==> src/rtl/pc_seq_pkg.sv <==
// Shared definitions for the program-counter sequencer: select codes, FSM states, default vectors.
package pc_seq_pkg;

    // PCadjust select codes
    typedef enum logic [1:0] {
        PC_INC  = 2'b00,
        PC_HOLD = 2'b01,
        PC_ABS  = 2'b10,
        PC_REL  = 2'b11
    } pc_sel_e;

    // Sequencer states
    typedef enum logic [1:0] {
        BOOT = 2'b00,
        RUN  = 2'b01,
        ISR  = 2'b10
    } seq_state_e;

    localparam logic [15:0] DEF_RESET_VEC = 16'h0000;
    localparam logic [15:0] DEF_IRQ_VEC   = 16'h0010;
    localparam int unsigned DEF_RAS_DEPTH = 4;

endpackage

==> src/rtl/pc_ras.sv <==
// Circular return-address stack; a push while full overwrites the oldest entry.
module pc_ras
    import pc_seq_pkg::*;
#(
    parameter int unsigned DEPTH = DEF_RAS_DEPTH
) (
    input  logic        i_clk,
    input  logic        i_rst_n,
    input  logic        i_push,
    input  logic        i_pop,
    input  logic [15:0] i_data,
    output logic [15:0] o_top,
    output logic        o_empty,
    output logic        o_ovf,
    output logic        o_unf
);
    localparam int unsigned PW = $clog2(DEPTH);
    localparam int unsigned CW = PW + 1;

    logic [15:0]   r_mem [DEPTH];
    logic [PW-1:0] r_wptr;
    logic [CW-1:0] r_count;
    logic [PW-1:0] w_top_idx;
    logic          w_full;

    assign w_full    = (r_count == CW'(DEPTH));
    assign o_empty   = (r_count == '0);
    assign o_ovf     = i_push & w_full;
    assign o_unf     = i_pop & o_empty;
    assign w_top_idx = r_wptr - PW'(1);
    assign o_top     = r_mem[w_top_idx];

    // Write pointer and occupancy; the count saturates at DEPTH because a full push wraps
    always_ff @(posedge i_clk or negedge i_rst_n) begin
        if (!i_rst_n) begin
            r_wptr  <= '0;
            r_count <= '0;
        end else if (i_push) begin
            r_wptr <= r_wptr + PW'(1);
            if (!w_full) begin
                r_count <= r_count + CW'(1);
            end
        end else if (i_pop && !o_empty) begin
            r_wptr  <= r_wptr - PW'(1);
            r_count <= r_count - CW'(1);
        end
    end

    // Storage write; stale contents are unreachable once the pointers reset
    always_ff @(posedge i_clk) begin
        if (i_push) begin
            r_mem[r_wptr] <= i_data;
        end
    end

endmodule

==> src/rtl/pc_sequencer.sv <==
// Program-counter sequencer: arbitrates redirects, drives PCadjust and owns the PC register.
module pc_sequencer
    import pc_seq_pkg::*;
#(
    parameter logic [15:0] RESET_VEC = DEF_RESET_VEC,
    parameter logic [15:0] IRQ_VEC   = DEF_IRQ_VEC,
    parameter int unsigned RAS_DEPTH = DEF_RAS_DEPTH
) (
    input  logic        i_clk,
    input  logic        i_rst_n,
    input  logic        i_stall,
    input  logic        i_irq_req,
    input  logic        i_ret_req,
    input  logic        i_call_req,
    input  logic [15:0] i_call_addr,
    input  logic        i_br_req,
    input  logic        i_br_rel,
    input  logic [15:0] i_br_target,
    input  logic [15:0] i_adj_pc,
    output logic [15:0] o_pc,
    output logic [1:0]  o_pc_sel,
    output logic [15:0] o_pc_target,
    output logic        o_fetch_valid,
    output logic        o_flush,
    output logic        o_irq_ack,
    output logic        o_in_service,
    output logic        o_ras_ovf,
    output logic        o_ras_unf
);
    seq_state_e  r_state;
    seq_state_e  w_state_nxt;
    logic [15:0] r_pc;
    logic        r_flush;

    pc_sel_e     w_sel;
    logic [15:0] w_target;
    logic [15:0] w_pc_inc;
    logic        w_accept;
    logic        w_irq_ack;
    logic        w_push;
    logic        w_pop;
    logic [15:0] w_ras_top;
    logic        w_ras_empty;
    logic        w_ras_ovf;
    logic        w_ras_unf;

    assign w_pc_inc = r_pc + 16'd1;

    pc_ras #(
        .DEPTH (RAS_DEPTH)
    ) u_ras (
        .i_clk   (i_clk),
        .i_rst_n (i_rst_n),
        .i_push  (w_push),
        .i_pop   (w_pop),
        .i_data  (w_pc_inc),
        .o_top   (w_ras_top),
        .o_empty (w_ras_empty),
        .o_ovf   (w_ras_ovf),
        .o_unf   (w_ras_unf)
    );

    // Request arbitration: irq (RUN only) > ret > call > br > sequential; stall overrides all
    always_comb begin
        w_state_nxt = r_state;
        w_sel       = PC_INC;
        w_target    = '0;
        w_accept    = 1'b0;
        w_irq_ack   = 1'b0;
        w_push      = 1'b0;
        w_pop       = 1'b0;
        case (r_state)
            BOOT: begin
                w_sel       = PC_HOLD;
                w_state_nxt = RUN;
            end
            RUN, ISR: begin
                if (i_stall) begin
                    w_sel = PC_HOLD;
                end else if (i_irq_req && (r_state == RUN)) begin
                    w_sel       = PC_ABS;
                    w_target    = IRQ_VEC;
                    w_push      = 1'b1;
                    w_irq_ack   = 1'b1;
                    w_accept    = 1'b1;
                    w_state_nxt = ISR;
                end else if (i_ret_req) begin
                    w_sel    = PC_ABS;
                    w_target = w_ras_empty ? RESET_VEC : w_ras_top;
                    w_pop    = 1'b1;
                    w_accept = 1'b1;
                    if (r_state == ISR) begin
                        w_state_nxt = RUN;
                    end
                end else if (i_call_req) begin
                    w_sel    = PC_ABS;
                    w_target = i_call_addr;
                    w_push   = 1'b1;
                    w_accept = 1'b1;
                end else if (i_br_req) begin
                    w_sel    = i_br_rel ? PC_REL : PC_ABS;
                    w_target = i_br_target;
                    w_accept = 1'b1;
                end
            end
            default: begin
                w_sel       = PC_HOLD;
                w_state_nxt = BOOT;
            end
        endcase
    end

    // State, PC and the one-cycle-late flush pulse
    always_ff @(posedge i_clk or negedge i_rst_n) begin
        if (!i_rst_n) begin
            r_state <= BOOT;
            r_pc    <= RESET_VEC;
            r_flush <= 1'b0;
        end else begin
            r_state <= w_state_nxt;
            r_flush <= w_accept;
            if (o_fetch_valid) begin
                r_pc <= i_adj_pc;
            end
        end
    end

    assign o_pc          = r_pc;
    assign o_pc_sel      = w_sel;
    assign o_pc_target   = w_target;
    assign o_fetch_valid = (r_state == RUN) || (r_state == ISR);
    assign o_flush       = r_flush;
    assign o_irq_ack     = w_irq_ack;
    assign o_in_service  = (r_state == ISR);
    assign o_ras_ovf     = w_ras_ovf;
    assign o_ras_unf     = w_ras_unf;

endmodule
==> config.mk <==
export PLATFORM = sky130hd
export DESIGN_NAME = pc_sequencer
export DESIGN_NICKNAME = d
export VERILOG_FILES = /design/src/rtl/pc_seq_pkg.sv /design/src/rtl/pc_ras.sv /design/src/rtl/pc_sequencer.sv
export SDC_FILE = /design/constraint.sdc
export NUM_CORES = 1
export LEC_CHECK = 0
export BUFFER_PORTS_ARGS = -buffer_cell sky130_fd_sc_hd__buf_2
export CAP_MARGIN = 20
export CORE_MARGIN = 8
export CORE_UTILIZATION = 54
export DETAILED_ROUTE_END_ITERATION = 7
export MAX_ROUTING_LAYER = met4
export PLACE_DENSITY_LB_ADDON = 0.25
export SYNTH_ARGS = -nofsm -noshare
export SYNTH_HDL_FRONTEND = slang
export SYNTH_SLANG_ARGS = --single-unit
==> constraint.sdc <==
create_clock -name i_clk -period 2.88 [get_ports i_clk]
set_clock_uncertainty 0.1 [all_clocks]
set_input_delay 0.288 -clock i_clk [delete_from_list [all_inputs] [get_ports i_clk]]
set_output_delay 0.288 -clock i_clk [all_outputs]
set_load 0.01 [all_outputs]
Yosys cells after proc, flatten, opt, wreduce, memory -nomap -nowiden
Memories as Yosys holds them, arrays and structs flattened.
Cells that the tools add are included.
- flip-flop bits (word level): 24
- RAM bits: 64
- input port bits: 56
- output and inout bits: 40
- word-level logic and storage cells: 74
- memories kept: 1
- memories (memory ; depth ; width ; read ports ; clocked after memory_dff ; write ports ; line ; source):
    u_ras.r_mem ; 4 ; 16 ; 1 ; 0 ; 1 ; pc_ras.sv:20 ; logic [15:0] r_mem [DEPTH];
- add/sub/neg operators: 5
- equal/unequal tests: 7
- mux-type cells: 44
- bitwise gates (word level): 2
- reductions and logical operators: 10
- operators with widths (cell ; count):
    2-to-1 mux 16 bit ; 7
    2-to-1 mux 2 bit ; 12
    2-to-1 mux 1 bit ; 21
    adder 16 x 1 -> 16 bit (second input constant) ; 1
    2-to-1 mux 3 bit ; 3
    != test 3 bit (second input constant) ; 2
    != test 2 bit (second input constant) ; 2
    one-hot mux 2 bit (2 select lines) ; 1
    adder 3 x 1 -> 3 bit (second input constant) ; 1
    equality test 3 bit (second input constant) ; 1
    logical NOT 3 bit ; 1
    AND reduction 3 bit ; 1
    subtractor 3 x 1 -> 3 bit (second input constant) ; 1
    adder 2 x 1 -> 2 bit (second input constant) ; 1
    bitwise AND 1 bit ; 2
    equality test 2 x 1 -> 1 bit (second input constant) ; 1
    equality test 2 bit (second input constant) ; 1
    logical AND 1 bit ; 2
    logical NOT 2 bit ; 1
    AND reduction 2 bit ; 1
    nonzero test 2 bit ; 1
    OR reduction 2 bit ; 1
    subtractor 2 x 1 -> 2 bit (second input constant) ; 1
    logical NOT 1 bit ; 1
    logical OR 1 bit ; 1

Depth between registers and ports, before layout
- depth after elaboration: 8
- depth in mapped cells: 9

Cells and area by module
Synthesis repeated with hierarchy kept, for this count alone.
- cells, all modules: 328
- area total of the unflattened synthesis: 4416.7 um^2
- modules (own cells, without submodules) (module ; instances ; cells each ; area each (um^2)):
    pc_ras ; 1 ; 129 ; 2718.9
    pc_sequencer ; 1 ; 199 ; 1697.9

Least setup slack after synthesis
OpenSTA, ideal clock, no wires.
- kind: flip-flop to output port
- from: register u_ras.r_wptr[0]
- to: output port o_pc_target[10]
- arrival: 1.931 ns
- required time: 2.492 ns
- path slack: 0.561 ns
- cell stages (with the launch flop): 10
- path buffers: 4
- path through: dfrtp_1 -> buf_6 -> buf_12 -> inv_1 -> ha_1 -> buf_2 -> buf_2 -> mux4_2 -> a22oi_1 -> nor2_1
- cells in the longest elaborated chain, start to end: 7
- RTL lines (what ; line ; source):
    start: declaration ; pc_ras.sv:21 ; logic [PW-1:0] r_wptr;
    start signal: assignment ; pc_ras.sv:39 ; r_wptr <= r_wptr + PW'(1);
    start signal: assignment ; pc_ras.sv:44 ; r_wptr <= r_wptr - PW'(1);
    subtractor 2 x 1 -> 2 bit ; pc_ras.sv:30 ; assign w_top_idx = r_wptr - PW'(1);
    memory read (4 x 16 bit) ; - ;
    2-to-1 mux 16 bit ; pc_sequencer.sv:89 ; w_target = w_ras_empty ? RESET_VEC : w_ras_top;
    2-to-1 mux 16 bit ; pc_sequencer.sv:87 ; end else if (i_ret_req) begin
    2-to-1 mux 16 bit ; pc_sequencer.sv:80 ; end else if (i_irq_req && (r_state == RUN)) begin
    2-to-1 mux 16 bit ; pc_sequencer.sv:78 ; if (i_stall) begin
    2-to-1 mux 16 bit ; pc_sequencer.sv:72 ; case (r_state)
    end: declaration ; pc_sequencer.sv:22 ; output logic [15:0] o_pc_target,
Every way passes these cells.

Final worst setup path
- from: register r_state[1]
- to: output port o_pc_target[14]
- cells in the longest elaborated chain, start to end: 5
- elaborated cells on any way between the ends: 7
- RTL lines (what ; line ; source):
    start: declaration ; pc_sequencer.sv:30 ; seq_state_e r_state;
    start signal: assignment ; pc_sequencer.sv:120 ; r_state <= w_state_nxt;
    equality test 2 x 1 -> 1 bit ; pc_sequencer.sv:72, pc_sequencer.sv:80 ;
    logical AND 1 bit ; pc_sequencer.sv:80 ;
    2-to-1 mux 16 bit ; pc_sequencer.sv:80 ;
    2-to-1 mux 16 bit ; pc_sequencer.sv:78 ;
    2-to-1 mux 16 bit * ; pc_sequencer.sv:72 ;
Mark *: on every way between the ends. The rest lies on a longest branch, timed or not.

==> results.sh <==
export IMPL_yosys_area_share_adder=0.03132
export IMPL_cts_sinks=88
export IMPL_die_area_um2=10930
export IMPL_max_freq_mhz=389.1
export IMPL_switching_share=0.3557
export IMPL_drv_cap=0
export IMPL_finalHoldViolations=0
export IMPL_grt_use_total=0.1794
export IMPL_yosysWarnings=0
export IMPL_synth_cells=287
export IMPL_crit_type="reg2out"
export IMPL_path_cells="inv_1, ha_1, and2_1, nor2_1, buf_4, a22oi_1, nor2_1, buf_2"
export IMPL_drt_iter0_drc=105
export IMPL_die_w_um=104.6
export IMPL_ys_ff_latch=88
export IMPL_yosysSeqAreaShare=0.5957
export IMPL_final_cells=499
export IMPL_cts_clk_slew_worst_paths_ns=0.09
export IMPL_worstPathRequired_ns=2.49
export IMPL_clk_latency_ns=0.34
export IMPL_dp_cells=482
export IMPL_die_y_um=104.6
export IMPL_clkPwrFrac=0.183
export IMPL_wl_per_cell_um=18.61
export IMPL_drive_gt1_frac=0.3829
export IMPL_hpwl_um=6901
export IMPL_drt_pass1_iter_count=4
export IMPL_avgViaCountPerCell=5.625
export IMPL_synthSimpleGateAreaFrac=0.08008
export IMPL_cts_buffers=9
export IMPL_clock_path_buffers=2
export IMPL_slowest_delay_ns=0.38
export IMPL_grt_overflow=0
export IMPL_numPortBuffers=95
export IMPL_wirelength_um=9286
export IMPL_core_area_um2=7647
export IMPL_grt_pass1_vias=3064
export IMPL_synthesis_area_um2=4234
export IMPL_ys_types=44
export IMPL_drv_slew=0
export IMPL_final_cell_mix="buf_2 (95), edfxtp_1 (64), dfrtp_1 (24)"
export IMPL_antenna_found_initial=0
export IMPL_pre_cts_slack_ns=0.5724
export IMPL_switching_power_uw=1793
export IMPL_seqPwrFrac=0.398
export IMPL_worst_pin_slew_ns=0.5720
export IMPL_setup_slack_ns=0.3099
export IMPL_power_internal_uw=3247
export IMPL_min_period_ns=2.570
export IMPL_ir_drop_uv=594.7
export IMPL_ioPinCount=96
export IMPL_grt_pass1_wl_um=15350
export IMPL_synth_xor_area_share=0.03310
export IMPL_root_buffer="clkbuf_8"
export IMPL_h_tree_depth=3
export IMPL_setup_viol=0
export IMPL_diodes=0
export IMPL_place_gp_congestion=0.8397
export IMPL_hold_class="in2reg"
export IMPL_area_delta_synth_final_pct=19.71
export IMPL_slew_headroom=0.6159
export IMPL_finish_net_count=458
export IMPL_grt_max_degree=25
export IMPL_final_common_cell="buf_2"
export IMPL_crit_arrival_ns=2.18
export IMPL_path_max_fanout=10
export IMPL_rows=32
export IMPL_fin_util=0.6628
export IMPL_muxShareOfSynthArea=0.1350
export IMPL_dr_total_vias=2807
export IMPL_rsz0062_at_grt="false"
export IMPL_synth_compound_area_frac=0.09249
export IMPL_cts_tree="done"
export IMPL_share_comb_of_total_power=0.419
export IMPL_final_antenna_net_count=0
export IMPL_cp_slowest_cell="dfrtp_1"
export IMPL_status="completed"
export IMPL_synth_top_family_by_area="multiplexers"
export IMPL_cpMostUsedCell="nor2_1"
export IMPL_tns_ns=0
export IMPL_syn_area_per_cell_um2=14.75
export IMPL_syn_nets=353
export IMPL_drc_errors=0
export IMPL_period_share=0.8924
export IMPL_worst_setup_path_end_kind="output pin"
export IMPL_timing_hold_ws_ns=0.05485
export IMPL_crit_path_start_kind="flip-flop"
export IMPL_p_leak_uw=0.002045
export IMPL_initial_core_util=0.5537
export IMPL_p_per_area_nw_per_um2=994.4
power by group through the flow:
stage	Sequential [uW]	Clock, uW	Combinational, uW
after detailed placement	2040	0	2130
final	2010	921	2110
after floorplan	2050	0	1440
after CTS	2010	938	2140
after global routing	2050	989	2330
after global placement	2020	0	2070
critical path: cells and delay by family (launching register included):
| family | cells | cell delay (ns) |
|---|---|---|
| AND/OR/NAND/NOR | 3 | 0.67 |
| buffers and inverters | 3 | 0.47 |
| flip-flops | 1 | 0.38 |
| adder cells (fa/ha/maj) | 1 | 0.21 |
| AO/OA/AOI/OAI | 1 | 0.09 |
Yosys cell counts:
master,count,share of area
nor3b_4,1,0.0044
buf_12,1,0.0047
a32o_1,1,0.0024
and4_1,1,0.0021
a211o_1,1,0.0021
o21ai_0,3,0.0035
xnor2_1,11,0.023
mux2_2,16,0.043
buf_6,1,0.0027
a211oi_2,1,0.0030
o21a_1,1,0.0018
nand4_1,1,0.0015
and3_1,4,0.0059
inv_1,9,0.0080
nor3b_1,1,0.0018
mux2i_1,2,0.0047
xor2_1,5,0.010
mux4_2,6,0.032
a32oi_1,1,0.0021
a22oi_1,16,0.028
o211ai_1,2,0.0035
nand3_1,10,0.012
nor4_1,1,0.0015
a22o_1,16,0.033
a21oi_2,2,0.0041
or4_1,1,0.0018
nor3_1,3,0.0035
clkbuf_2,1,0.0012
a21oi_1,5,0.0059
edfxtp_1,64,0.45
buf_4,2,0.0035
ha_1,9,0.027
mux4_1,9,0.056
fa_1,1,0.0047
nor2b_1,3,0.0044
and2_1,6,0.0089
a311o_2,1,0.0027
dfrtp_1,24,0.14
nand2_1,10,0.0089
nor3_2,1,0.0024
nand2b_1,3,0.0044
nor2_1,19,0.017
buf_2,8,0.0095
clkbuf_1,3,0.0027
final cells by class:
| cell class | count | area (um2) |
|---|---|---|
| inverter | 9 | 33.78 |
| timing repair buffer | 110 | 590.6 |
| multi-input combinational | 174 | 1575 |
| sequential | 88 | 2522 |
| fill | 595 | 2579 |
| tap | 102 | 127.6 |
| clock buffer | 9 | 123.9 |
| clock inverter | 7 | 95.09 |
sequential cells by signal, summed over array words and instances (netlist names):
name / count
u_ras.r_count: 3
r_state: 2
u_ras.r_wptr: 2
o_flush: 1
u_ras.r_mem: 64
o_pc: 16
timing repair:
item / 4_1_cts / 5_1_grt
gates resized for setup: 0 / 0
setup buffers: 0 / 0
endpoints found under the setup margin: 0 / 0
hold endpoints to repair: 24 / 0
hold buffers: 1 / 0
cells by family after synthesis:
logic type | count (synthesis)
AOI/OAI and AO/OA | 50
DFF | 88
and+or+nand+nor | 65
adders and majority gates | 10
buffers and inverters | 25
muxes | 33
xor gates and xnor gates | 16
stage by stage:
step	cell area (um2)	power, uW
2_1_floorplan	4234	3491
6_report	5069	5040
3_5_place_dp	4840	4164
3_3_place_gp	4840	4087
4_1_cts	5069	5087
5_1_grt	5069	5369
per-layer routing:
metal / share of wire / wire length (um) / track usage / up-vias
li1: - / - / - / 1322
met1: 0.46 / 4303 / 0.2218 / 1389
met2: 0.49 / 4513 / 0.2896 / 87
met3: 0.040 / 367 / 0.03256 / 9
met4: 0.011 / 102 / 0.06515 / 0
met5: 0 / 0 / - / -
worst paths after layout:
kind | start | end | slack [ns] | cells past startpoint
max in group asynchronous | i_rst_n | o_pc[15] | 1.93 | 2
min | i_adj_pc[12] | o_pc[12] | 0.05 | 3
min in group asynchronous | i_rst_n | o_flush | 0.36 | 2
min reg2reg | u_ras.r_count[2] | u_ras.r_count[2] | 0.44 | 1
max reg2reg | r_state[1] | u_ras.r_mem[2][5] | 0.57 | 7
max | r_state[1] | o_pc_target[14] | 0.31 | 8
No activity file was read; power rests on OpenSTA's default activity.
